**config.mk**
```make
export PLATFORM = sky130hd
export DESIGN_NAME = baud_rate_ctrl
export DESIGN_NICKNAME = d
export VERILOG_FILES = /design/src/rtl/baud_pkg.sv /design/src/rtl/baud_rate_ctrl_cfg_timer.sv /design/src/rtl/baud_rate_ctrl.sv
export SDC_FILE = /design/constraint.sdc
export NUM_CORES = 1
export LEC_CHECK = 0
export ABC_AREA = 0
export BUFFER_PORTS_ARGS = -buffer_cell sky130_fd_sc_hd__buf_2
export CORE_ASPECT_RATIO = 0.6
export CORE_MARGIN = 1
export CORE_UTILIZATION = 43
export CTS_BUF_LIST = sky130_fd_sc_hd__clkbuf_8
export DETAILED_ROUTE_END_ITERATION = 8
export PLACE_DENSITY = 0.69
export SYNTH_ARGS = -nofsm -noshare
export SYNTH_HDL_FRONTEND = slang
export SYNTH_SLANG_ARGS = --single-unit
```
**constraint.sdc**
```tcl
create_clock -name clk -period 1.7 [get_ports clk]
set_input_delay 0.085 -clock clk [delete_from_list [all_inputs] [get_ports clk]]
set_output_delay 0.085 -clock clk [all_outputs]
set_load 0.05 [all_outputs]
```
**src/rtl/baud_pkg.sv**
```systemverilog
`default_nettype none
// ============================================================================
// Module      : baud_pkg
// Description : Shared definitions for the UART baud-rate configuration path.
//               Holds the divisor bus width, the out-of-reset divisor, the
//               smallest legal divisor and the controller state type. The
//               tick generator and the UART top use the same constants.
// Revision    : 1.0 - initial release
// ============================================================================
package baud_pkg;

  // Width of the divisor bus into the oversampling-tick generator.
  localparam int unsigned DVSR_W       = 11;
  // 100 MHz / (16 * 9600) - 1
  localparam int unsigned DEFAULT_DVSR = 650;
  // Requests below this divisor are rejected.
  localparam int unsigned MIN_DVSR     = 7;

  typedef enum logic [1:0] {
    IDLE  = 2'd0,
    DRAIN = 2'd1,
    CLEAR = 2'd2,
    DONE  = 2'd3
  } baud_ctrl_state_t;

endpackage : baud_pkg
`default_nettype wire

```
**src/rtl/baud_rate_ctrl_cfg_timer.sv**
```systemverilog
`default_nettype none
// ============================================================================
// Module      : cfg_timer
// Description : Loadable down-counter with a zero flag. Loading takes
//               priority over counting; the counter holds at zero.
// Ports       : clk        - system clock
//               reset      - synchronous, active-high reset (count -> 0)
//               load_i     - load load_val_i into the counter
//               load_val_i - value to load
//               en_i       - decrement by one when non-zero
//               zero_o     - counter currently equals zero
// Revision    : 1.0 - initial release
// ============================================================================
module cfg_timer #(
  parameter int unsigned W = 2
) (
  input  logic         clk,
  input  logic         reset,
  input  logic         load_i,
  input  logic [W-1:0] load_val_i,
  input  logic         en_i,
  output logic         zero_o
);

  logic [W-1:0] cnt_q;

  always_ff @(posedge clk) begin
    if (reset) begin
      cnt_q <= '0;
    end else if (load_i) begin
      cnt_q <= load_val_i;
    end else if (en_i && (cnt_q != '0)) begin
      cnt_q <= cnt_q - W'(1);
    end
  end

  assign zero_o = (cnt_q == '0);

endmodule : cfg_timer
`default_nettype wire

```
**src/rtl/baud_rate_ctrl.sv**
```systemverilog
`default_nettype none
// ============================================================================
// Module      : baud_rate_ctrl
// Description : Run-time divisor controller for the UART oversampling-tick
//               generator. Accepts a new divisor over valid/ready, rejects
//               divisors below MIN_DVSR, acknowledges a request equal to the
//               current divisor immediately, otherwise holds off new frames
//               (cfg_busy), waits for RX and TX to go idle, then loads the
//               divisor and holds the generator counter cleared for
//               CLEAR_CYC cycles so no frame is sampled at a mixed rate.
// Config      : BAUD_TIMEOUT_EN - when defined, the drain wait is bounded by
//               TIMEOUT_CYC cycles; on expiry the divisor is applied anyway
//               and cfg_timeout pulses. When undefined cfg_timeout is 0.
// Ports       : clk, reset          - clock, synchronous active-high reset
//               req_valid/req_ready - divisor request handshake
//               req_dvsr            - requested divisor
//               rx_busy, tx_busy    - UART receiver/transmitter mid-frame
//               dvsr                - registered divisor to tick generator
//               gen_clear           - registered clear to generator counter
//               cfg_busy            - UART must not start a new frame
//               cfg_done            - pulse: request completed
//               cfg_err             - pulse: request rejected
//               cfg_timeout         - pulse: divisor applied by timeout
// Revision    : 1.0 - initial release
// ============================================================================
module baud_rate_ctrl #(
  parameter int unsigned DVSR_W       = baud_pkg::DVSR_W,
  parameter int unsigned DEFAULT_DVSR = baud_pkg::DEFAULT_DVSR,
  parameter int unsigned MIN_DVSR     = baud_pkg::MIN_DVSR,
  parameter int unsigned CLEAR_CYC    = 2,
  parameter int unsigned TIMEOUT_CYC  = 65535
) (
  input  logic              clk,
  input  logic              reset,
  input  logic              req_valid,
  input  logic [DVSR_W-1:0] req_dvsr,
  output logic              req_ready,
  input  logic              rx_busy,
  input  logic              tx_busy,
  output logic [DVSR_W-1:0] dvsr,
  output logic              gen_clear,
  output logic              cfg_busy,
  output logic              cfg_done,
  output logic              cfg_err,
  output logic              cfg_timeout
);

  import baud_pkg::*;

  localparam int unsigned       CLR_W    = $clog2(CLEAR_CYC + 1);
  localparam logic [DVSR_W-1:0] MIN_V    = DVSR_W'(MIN_DVSR);
  localparam logic [DVSR_W-1:0] DEF_V    = DVSR_W'(DEFAULT_DVSR);
  localparam logic [CLR_W-1:0]  CLR_LOAD = CLR_W'(CLEAR_CYC - 1);

  // Reject parameter sets the timing below cannot honour.
  generate
    if ((CLEAR_CYC < 1) || (TIMEOUT_CYC < 2) || (DEFAULT_DVSR < MIN_DVSR))
    begin : g_param_err
      $error("baud_rate_ctrl: illegal parameter combination");
    end
  endgenerate

  baud_ctrl_state_t  state_q, state_d;
  logic [DVSR_W-1:0] pending_q;
  logic [DVSR_W-1:0] dvsr_q;
  logic              gen_clear_q;
  logic              cfg_busy_q;
  logic              cfg_done_q, cfg_done_d;
  logic              cfg_err_q, cfg_err_d;
  logic              cfg_timeout_q, cfg_timeout_d;
  logic              accept;
  logic              latch_pending;
  logic              clr_load;
  logic              clr_zero;
  logic              drain_idle;
  logic              timeout_hit;

  assign req_ready  = (state_q == IDLE);
  assign accept     = req_valid & req_ready;
  assign drain_idle = ~rx_busy & ~tx_busy;

  // Counts the cycles gen_clear is held; loaded on the CLEAR entry edge.
  cfg_timer #(
    .W (CLR_W)
  ) u_clr_timer (
    .clk        (clk),
    .reset      (reset),
    .load_i     (clr_load),
    .load_val_i (CLR_LOAD),
    .en_i       (state_q == CLEAR),
    .zero_o     (clr_zero)
  );

`ifdef BAUD_TIMEOUT_EN
  localparam int unsigned      TO_W    = $clog2(TIMEOUT_CYC + 1);
  localparam logic [TO_W-1:0]  TO_LOAD = TO_W'(TIMEOUT_CYC - 1);

  logic drain_start;
  logic to_zero;

  // Counting down from TIMEOUT_CYC-1 reaches zero in the same DRAIN cycle
  // an up-counter started at 0 would reach TIMEOUT_CYC-1.
  assign drain_start = (state_q == IDLE) && (state_d == DRAIN);

  cfg_timer #(
    .W (TO_W)
  ) u_drain_timer (
    .clk        (clk),
    .reset      (reset),
    .load_i     (drain_start),
    .load_val_i (TO_LOAD),
    .en_i       (state_q == DRAIN),
    .zero_o     (to_zero)
  );

  assign timeout_hit = to_zero;
`else
  assign timeout_hit = 1'b0;
`endif

  always_comb begin
    state_d       = state_q;
    cfg_done_d    = 1'b0;
    cfg_err_d     = 1'b0;
    cfg_timeout_d = 1'b0;
    latch_pending = 1'b0;
    clr_load      = 1'b0;
    case (state_q)
      IDLE: begin
        if (accept) begin
          if (req_dvsr < MIN_V) begin
            cfg_err_d = 1'b1;
          end else if (req_dvsr == dvsr_q) begin
            // Nothing to change: acknowledge without disturbing the generator.
            cfg_done_d = 1'b1;
          end else begin
            latch_pending = 1'b1;
            state_d       = DRAIN;
          end
        end
      end
      DRAIN: begin
        // Idle takes precedence over a coincident timeout.
        if (drain_idle) begin
          state_d  = CLEAR;
          clr_load = 1'b1;
        end else if (timeout_hit) begin
          state_d       = CLEAR;
          clr_load      = 1'b1;
          cfg_timeout_d = 1'b1;
        end
      end
      CLEAR: begin
        if (clr_zero) begin
          state_d = DONE;
        end
      end
      DONE: begin
        cfg_done_d = 1'b1;
        state_d    = IDLE;
      end
      default: begin
        state_d = IDLE;
      end
    endcase
  end

  always_ff @(posedge clk) begin
    if (reset) begin
      state_q       <= IDLE;
      pending_q     <= DEF_V;
      dvsr_q        <= DEF_V;
      gen_clear_q   <= 1'b0;
      cfg_busy_q    <= 1'b0;
      cfg_done_q    <= 1'b0;
      cfg_err_q     <= 1'b0;
      cfg_timeout_q <= 1'b0;
    end else begin
      state_q       <= state_d;
      if (latch_pending) begin
        pending_q <= req_dvsr;
      end
      // The divisor and the generator clear change on the same edge.
      if (clr_load) begin
        dvsr_q <= pending_q;
      end
      gen_clear_q   <= (state_d == CLEAR);
      cfg_busy_q    <= (state_d == DRAIN) || (state_d == CLEAR);
      cfg_done_q    <= cfg_done_d;
      cfg_err_q     <= cfg_err_d;
      cfg_timeout_q <= cfg_timeout_d;
    end
  end

  assign dvsr        = dvsr_q;
  assign gen_clear   = gen_clear_q;
  assign cfg_busy    = cfg_busy_q;
  assign cfg_done    = cfg_done_q;
  assign cfg_err     = cfg_err_q;
  assign cfg_timeout = cfg_timeout_q;

endmodule : baud_rate_ctrl
`default_nettype wire

```
Word level (Yosys, flattened, before mapping)
Index checks and enable logic that the tools add are counted.
{"block": "totals", "memories": 0, "inputBits": 16, "wordCells": 50, "mem_bits_rw": 0, "latchBits": 0, "register_bits": 30, "romBits": 0}
{"block": "op_classes", "add_sub_neg": 1, "muxes": 19, "order_cmp": 1, "reduce_logical": 8, "n_bitwise": 6, "n_eq_ne": 6, "multipliers": 0, "shift": 0, "div": 0}
{"cell": "two-way mux 1 bit", "n": 12}
{"cell": "== test 11 bit", "n": 1}
{"cell": "less-than comparator 11 x 3 -> 1 bit, second input constant", "n": 1}
{"cell": "two-way mux 2 bit", "n": 5}
{"cell": "case mux 2 bit (4 select lines)", "n": 1}
{"cell": "== test 2 bit, second input constant", "n": 3}
{"cell": "== test 2 x 1 -> 1 bit, second input constant", "n": 2}
{"cell": "zero test 2 bit", "n": 2}
{"cell": "NOT 1 bit", "n": 4}
{"cell": "nonzero test 2 bit", "n": 2}
{"cell": "OR reduction 3 bit", "n": 1}
{"cell": "AND 1 bit", "n": 2}
{"cell": "case mux 1 bit (2 select lines)", "n": 1}
{"cell": "OR reduction 2 bit", "n": 1}
{"cell": "subtractor 2 x 1 -> 2 bit, second input constant", "n": 1}
{"cell": "logical AND 1 bit", "n": 1}
{"cell": "logical OR 1 bit", "n": 1}

Depth between registers and ports, before layout
{"block": "depth", "ltp_word": 7, "depth_mapped": 10, "depth_no_buf": 8}

Modules after synthesis
Synthesis repeated with hierarchy kept, for this count alone.
{"block": "hier_totals", "hier_cells": 170, "area_unflattened_um2": 1493.9}
{"module": "baud_rate_ctrl", "seq_area_each_um2": 560.5, "instances": 1, "area_per_inst_um2": 1367.6, "cells_per_inst": 156}
{"module": "cfg_timer", "seq_area_each_um2": 40.0, "instances": 1, "area_per_inst_um2": 126.4, "cells_per_inst": 14}

Least setup slack after synthesis
No wires, ideal clock.
{"block": "synth_timing", "path_type": "reg2reg", "from": "register state_q[0]", "to": "register cfg_busy_q (netlist: cfg_busy)", "stages_incl_launch_ff": 11, "n_path_buf": 2, "path_slack_ps": -512, "setup_time_ps": 126, "period_less_slack_ps": 2212, "arrival_ps": 2085, "cell_sequence": "dfxtp_1 -> inv_1 -> ha_1 -> nand2_1 -> a31oi_1 -> o31a_1 -> buf_6 -> buf_12 -> o22ai_1 -> ha_1 -> nor2_1"}
{"block": "synth_between", "elab_chain_cells": 6}
{"item": "start, declared", "line": "baud_rate_ctrl.sv:63", "text": "baud_ctrl_state_t state_q, state_d;"}
{"item": "start signal, assigned", "line": "baud_rate_ctrl.sv:179", "text": "state_q <= state_d;"}
{"item": "zero test 2 bit *", "line": "baud_rate_ctrl.sv:78", "text": "assign req_ready = (state_q == IDLE);"}
{"item": "named net req_ready", "line": "baud_rate_ctrl.sv:37", "text": "output logic req_ready,"}
{"item": "AND 1 bit", "line": "baud_rate_ctrl.sv:79", "text": "assign accept = req_valid & req_ready;"}
{"item": "two-way mux 2 bit", "line": "baud_rate_ctrl.sv:130", "text": "if (accept) begin"}
{"item": "case mux 2 bit (4 select lines) *", "line": "baud_rate_ctrl.sv:128", "text": "case (state_q)"}
{"item": "== test 2 x 1 -> 1 bit or == test 2 bit (tied branches)", "line": "baud_rate_ctrl.sv:188", "text": "cfg_busy_q <= (state_d == DRAIN) || (state_d == CLEAR);"}
{"item": "logical OR 1 bit *", "line": "baud_rate_ctrl.sv:188"}
{"item": "end signal, assigned", "line": "baud_rate_ctrl.sv:188"}
{"item": "end, declared", "line": "baud_rate_ctrl.sv:67", "text": "logic cfg_busy_q;"}
Mark *: on every way through the listed nets, which the timed path passes. The rest lies on a longest branch.
A chain may end at the register's enable or synchronous reset.

Final worst setup path
{"block": "layout_timing", "from": "register state_q[0]", "to": "register cfg_busy_q (netlist: cfg_busy)"}
{"block": "layout_between", "elab_chain_cells": 6}
{"item": "two-way mux 2 bit or zero test 2 bit (tied branches)", "line": "baud_rate_ctrl.sv:133, baud_rate_ctrl.sv:78, baud_rate_ctrl.sv:128"}
{"item": "two-way mux 2 bit or AND 1 bit (tied branches)", "line": "baud_rate_ctrl.sv:131, baud_rate_ctrl.sv:79"}
{"item": "two-way mux 2 bit", "line": "baud_rate_ctrl.sv:130"}
{"item": "case mux 2 bit (4 select lines) *", "line": "baud_rate_ctrl.sv:128"}
{"item": "== test 2 x 1 -> 1 bit or == test 2 bit (tied branches)", "line": "baud_rate_ctrl.sv:188"}
{"item": "logical OR 1 bit *", "line": "baud_rate_ctrl.sv:188"}
Mark *: on every way between the ends. The rest lies on a longest branch, timed or not.

==> results_tabular.tex <==
\begin{tabular}{lr}
\hline
Metric & Value \\
\hline
\multicolumn{2}{l}{\textbf{Outcome}} \\
\quad Result of the run & finished, final reports clean \\
\multicolumn{2}{l}{\textbf{Synthesis}} \\
\quad Count of flip-flops with a built-in enable after synthesis & 0 \\
\quad Area leader, netlist & sky130\_fd\_sc\_hd\_\_dfxtp\_1 \\
\quad Net count after synthesis & 185 \\
\quad Dominant cells by area after synthesis & sky130\_fd\_sc\_hd\_\_dfxtp\_1, sky130\_fd\_sc\_hd\_\_nand2\_1, sky130\_fd\_sc\_hd\_\_mux2i\_1, sky130\_fd\_sc\_hd\_\_xnor2\_1, sky130\_fd\_sc\_hd\_\_ha\_1 \\
\quad Mean instance size in the synthesized netlist & 8.636 sq um \\
\quad Main flop type after synthesis & sky130\_fd\_sc\_hd\_\_dfxtp\_1 \\
\quad Post-synth design cell area & between 1000 and 1500 sq um \\
\quad Number of library cell types mapped by synthesis & 31 \\
\quad Share of flip-flops with an asynchronous set or reset & 0\% \\
\quad Area share of the largest cell type after synthesis & a little over two fifths \\
\quad Register bit total from synthesis & 30 \\
\quad Warnings, synthesis & 0 \\
\quad Number of cells produced by synthesis & around 160 \\
\quad Sequential-to-total area share from yosys stat & between 40 and 50\% \\
\multicolumn{2}{l}{\textbf{Place}} \\
\quad Count of port buffers added during placement & 31 \\
\quad \# placed instances & approximately 230 \\
\quad Post-DP HPWL & between 2000 and 2500 um \\
\quad GP Congestion & slightly below 0.8 \\
\multicolumn{2}{l}{\textbf{Global route}} \\
\quad Gr ovfl total & 0 \\
\quad Number of global-route vias before repair & between 1000 and 1500 \\
\quad Initial antenna violation count & 0 \\
\quad Pin count of the biggest net entering global routing & 23 \\
\quad Global-route total usage across every layer & a little over a fifth \\
\quad Wire length of the first global-routing pass & just over 5000 um \\
\multicolumn{2}{l}{\textbf{Power}} \\
\quad Max rail drop VDD & $\sim$0.00053 V \\
\quad Leakage power summed over all cells & $\sim$0.75 nW \\
\quad Pwr per Cell Area & about 1000 nW/um\^{}2 \\
\multicolumn{2}{l}{\textbf{Finish}} \\
\quad Antenna Diode Count & 0 \\
\quad Highest-count cells in the layout ignoring fill and taps & sky130\_fd\_sc\_hd\_\_nand2\_1, sky130\_fd\_sc\_hd\_\_buf\_2, sky130\_fd\_sc\_hd\_\_dfxtp\_1 \\
\quad Net total in the final layout & about 220 \\
\quad Non-filler instance count after layout & approximately 240 \\
\quad Filler cell count & between 200 and 300 \\
\quad Most common library cell in the layout ignoring fill and taps & sky130\_fd\_sc\_hd\_\_nand2\_1 \\
\quad Proportion of layout cells with a drive suffix above 1 & between 30\% and 40\% \\
\quad Area overhead of the layout relative to synthesis & 26.49\% \\
\multicolumn{2}{l}{\textbf{STA}} \\
\quad RSZ-0062 raised after global routing & true \\
\quad Slew margin rel. & roughly 66\% \\
\quad Final Hold Fails & 0 \\
\quad Achievable frequency & around 600 MHz \\
\quad Tcrit/Tclk final & 96.63\% \\
\quad Final setup skew & 0.007446 ns \\
\quad Worst-margin pin slew & 0.5066 ns \\
\quad Count of endpoints failing setup in the final report & 0 \\
\quad Sum of negative setup slack & 0 ns \\
\quad Final Max Slew Viols & 0 \\
\quad Period minus WS final & around 1.6 ns \\
\multicolumn{2}{l}{\textbf{Die}} \\
\quad Die width & about 76 um \\
\quad Die area & roughly 3500 sq um \\
\quad Vertical die dimension & roughly 46 um \\
\quad Starting density of the core & 47.17\% \\
\quad Placement Rows & 15 \\
\quad Placeable core region & 2984 sq um \\
\quad Top-Level Pins & 33 \\
\multicolumn{2}{l}{\textbf{Setup path}} \\
\quad Reg-to-reg slack, setup & $\sim$0.057 ns \\
\quad CP peak stage delay & approximately 0.34 ns \\
\quad Crit Path Class & reg -> reg \\
\quad Required @ worst endpoint & 1.86 ns \\
\quad CP Data Arrival Time & $\sim$1.8 ns \\
\quad Worst-path cell with the longest stage delay & sky130\_fd\_sc\_hd\_\_dfxtp\_2 \\
\quad Critical path cell sequence & inv\_2, ha\_4, nand2\_2, a31oi\_2, o31a\_1, o22ai\_2, ha\_1, nor2\_1 \\
\quad Largest fanout of any net on the critical path & 5 \\
\quad Category of the worst setup path capture point & register \\
\quad Crit start category & register \\
\multicolumn{2}{l}{\textbf{Clock network}} \\
\quad Buffers from clock root to sink, at most & 2 \\
\quad Number of hold-repair buffers added at the cts stage & 0 \\
\quad TritonCTS clock tree & yes \\
\quad Clock sink count & 30 \\
\quad Clock transition at the registers of the reported paths & about 0.060 ns \\
\quad Root buffer cell & sky130\_fd\_sc\_hd\_\_clkbuf\_8 \\
\quad Total CTS buffers & 5 \\
\quad \# H-tree levels & 2 \\
\quad Insertion delay to the later sink of the worst-skew pair & approximately 0.28 ns \\
\multicolumn{2}{l}{\textbf{Drt}} \\
\quad Wire length reported by the detailed router & 3405 um \\
\quad Number of vias after detailed routing & between 1000 and 1500 \\
\quad Post-DR vias/cell & 5.139 \\
\quad DR DRC count & 0 \\
\quad WL per Instance & approximately 14 um \\
\quad Number of DRC markers after the initial detailed-route iteration & between 40 and 50 \\
\quad Post-detailed-route count of antenna-violating nets & 0 \\
\quad First-pass iteration count of the detailed router & 5 \\
\multicolumn{2}{l}{\textbf{Min path}} \\
\quad Hold Crit Class & in -> reg \\
\multicolumn{2}{l}{\textbf{Job}} \\
\quad Count of max-cap constraint violations & 0 \\
\hline
\end{tabular}
-- cell type report --
cell class | count | area [sq um] | share of cell area [%]
multi-input combinational | 119 | 762.0 | 42.80
clock buffer | 5 | 68.82 | 3.865
clock inverter | 3 | 11.26 | 0.6325
inverter | 6 | 22.52 | 1.265
timing repair buffer | 39 | 219.0 | 12.30
sequential | 30 | 644.4 | 36.19
tap | 42 | 52.55 | 2.952
-- Yosys cell counts (all sizes together) (2+ instances only) --
cell	number
a21oi	10
buf	3
clkbuf	5
dfxtp	30
ha	6
inv	5
mux2i	11
nand2	39
nand3	7
nand4	2
nor2	14
nor2b	2
nor3	2
nor4	3
xnor2	12
-- path summary, 6_finish.rpt --
| path | end | cells after the start | from |
|---|---|---|---|
| max reg2reg | cfg_busy$_SDFF_PP0_ | 8 | state_q[0]$_SDFF_PP0_ |
| min reg2reg | dvsr[0]$_SDFFE_PP0P_ | 2 | pending_q[0]$_SDFFE_PP0P_ |
| max | cfg_busy$_SDFF_PP0_ | 8 | state_q[0]$_SDFF_PP0_ |
| min | cfg_err$_SDFF_PP0_ | 3 | req_valid |
-- repair_timing --
action,CTS,global route
endpoints found under the setup margin,1,8
gates resized for setup,0,3
pin swaps,0,4
setup buffers,1,3
-- state kept, by name (all words and copies together), names as in the netlist --
| register | cells |
|---|---|
| u_clr_timer.cnt_q | 2 |
| cfg_busy | 1 |
| dvsr | 11 |
| pending_q | 11 |
| cfg_done | 1 |
| cfg_err | 1 |
| state_q | 2 |
| gen_clear | 1 |
-- logic make-up after synthesis --
family / synth area share [%]
buffers and inverters: 5.689
adders and majority gates: 5.333
xor gates and xnor gates: 7.467
and+or+nand+nor: 22.76
AOI/OAI and AO/OA: 8.001
muxes: 7.823
DFF: 42.67
other: 0.2664
-- per-stage QoR --
stage	hold WS (ns)	worst slack (ns)	cell area [sq um]	utilization [%]	power, W
6_report	0.06221	0.05728	1780	59.66	0.001799
3_3_place_gp	0.3352	0.08502	1653	55.39	0.001240
4_1_cts	0.04960	0.03360	1740	58.32	0.001771
5_1_grt	0.07012	-0.01180	1780	59.66	0.001884
2_1_floorplan	0.1566	-0.08604	1473	-	0.001159
3_5_place_dp	0.3334	0.01606	1653	55.39	0.001253
-- where the power goes --
group / total (W) / switching (W) / internal, W
combinational: 0.000492 / 0.000294 / 0.000198
clock: 0.000517 / 0.000246 / 0.000272
sequential: 0.000790 / 0.0000388 / 0.000751
total: 0.00180 / 0.000578 / 0.00122
-- worst max-delay path: cells and delay by family (launching register included) --
| family | cells | cell delay [ns] |
|---|---|---|
| fa+ha+maj | 2 | 0.44 |
| flops | 1 | 0.34 |
| compound gates | 3 | 0.56 |
| simple gates | 2 | 0.09 |
| buf+inv | 1 | 0.09 |
-- metal layers --
layer  part of all wire [%]  vias up  global-route usage (%)
li1                       -      622                       -
met5                      0        -                       0
met4                   0.91        0                   6.667
met1                     47      587                   27.25
met2                     46       40                   33.27
met3                    5.7        5                   6.565
Power figures use the tool's default switching activity.
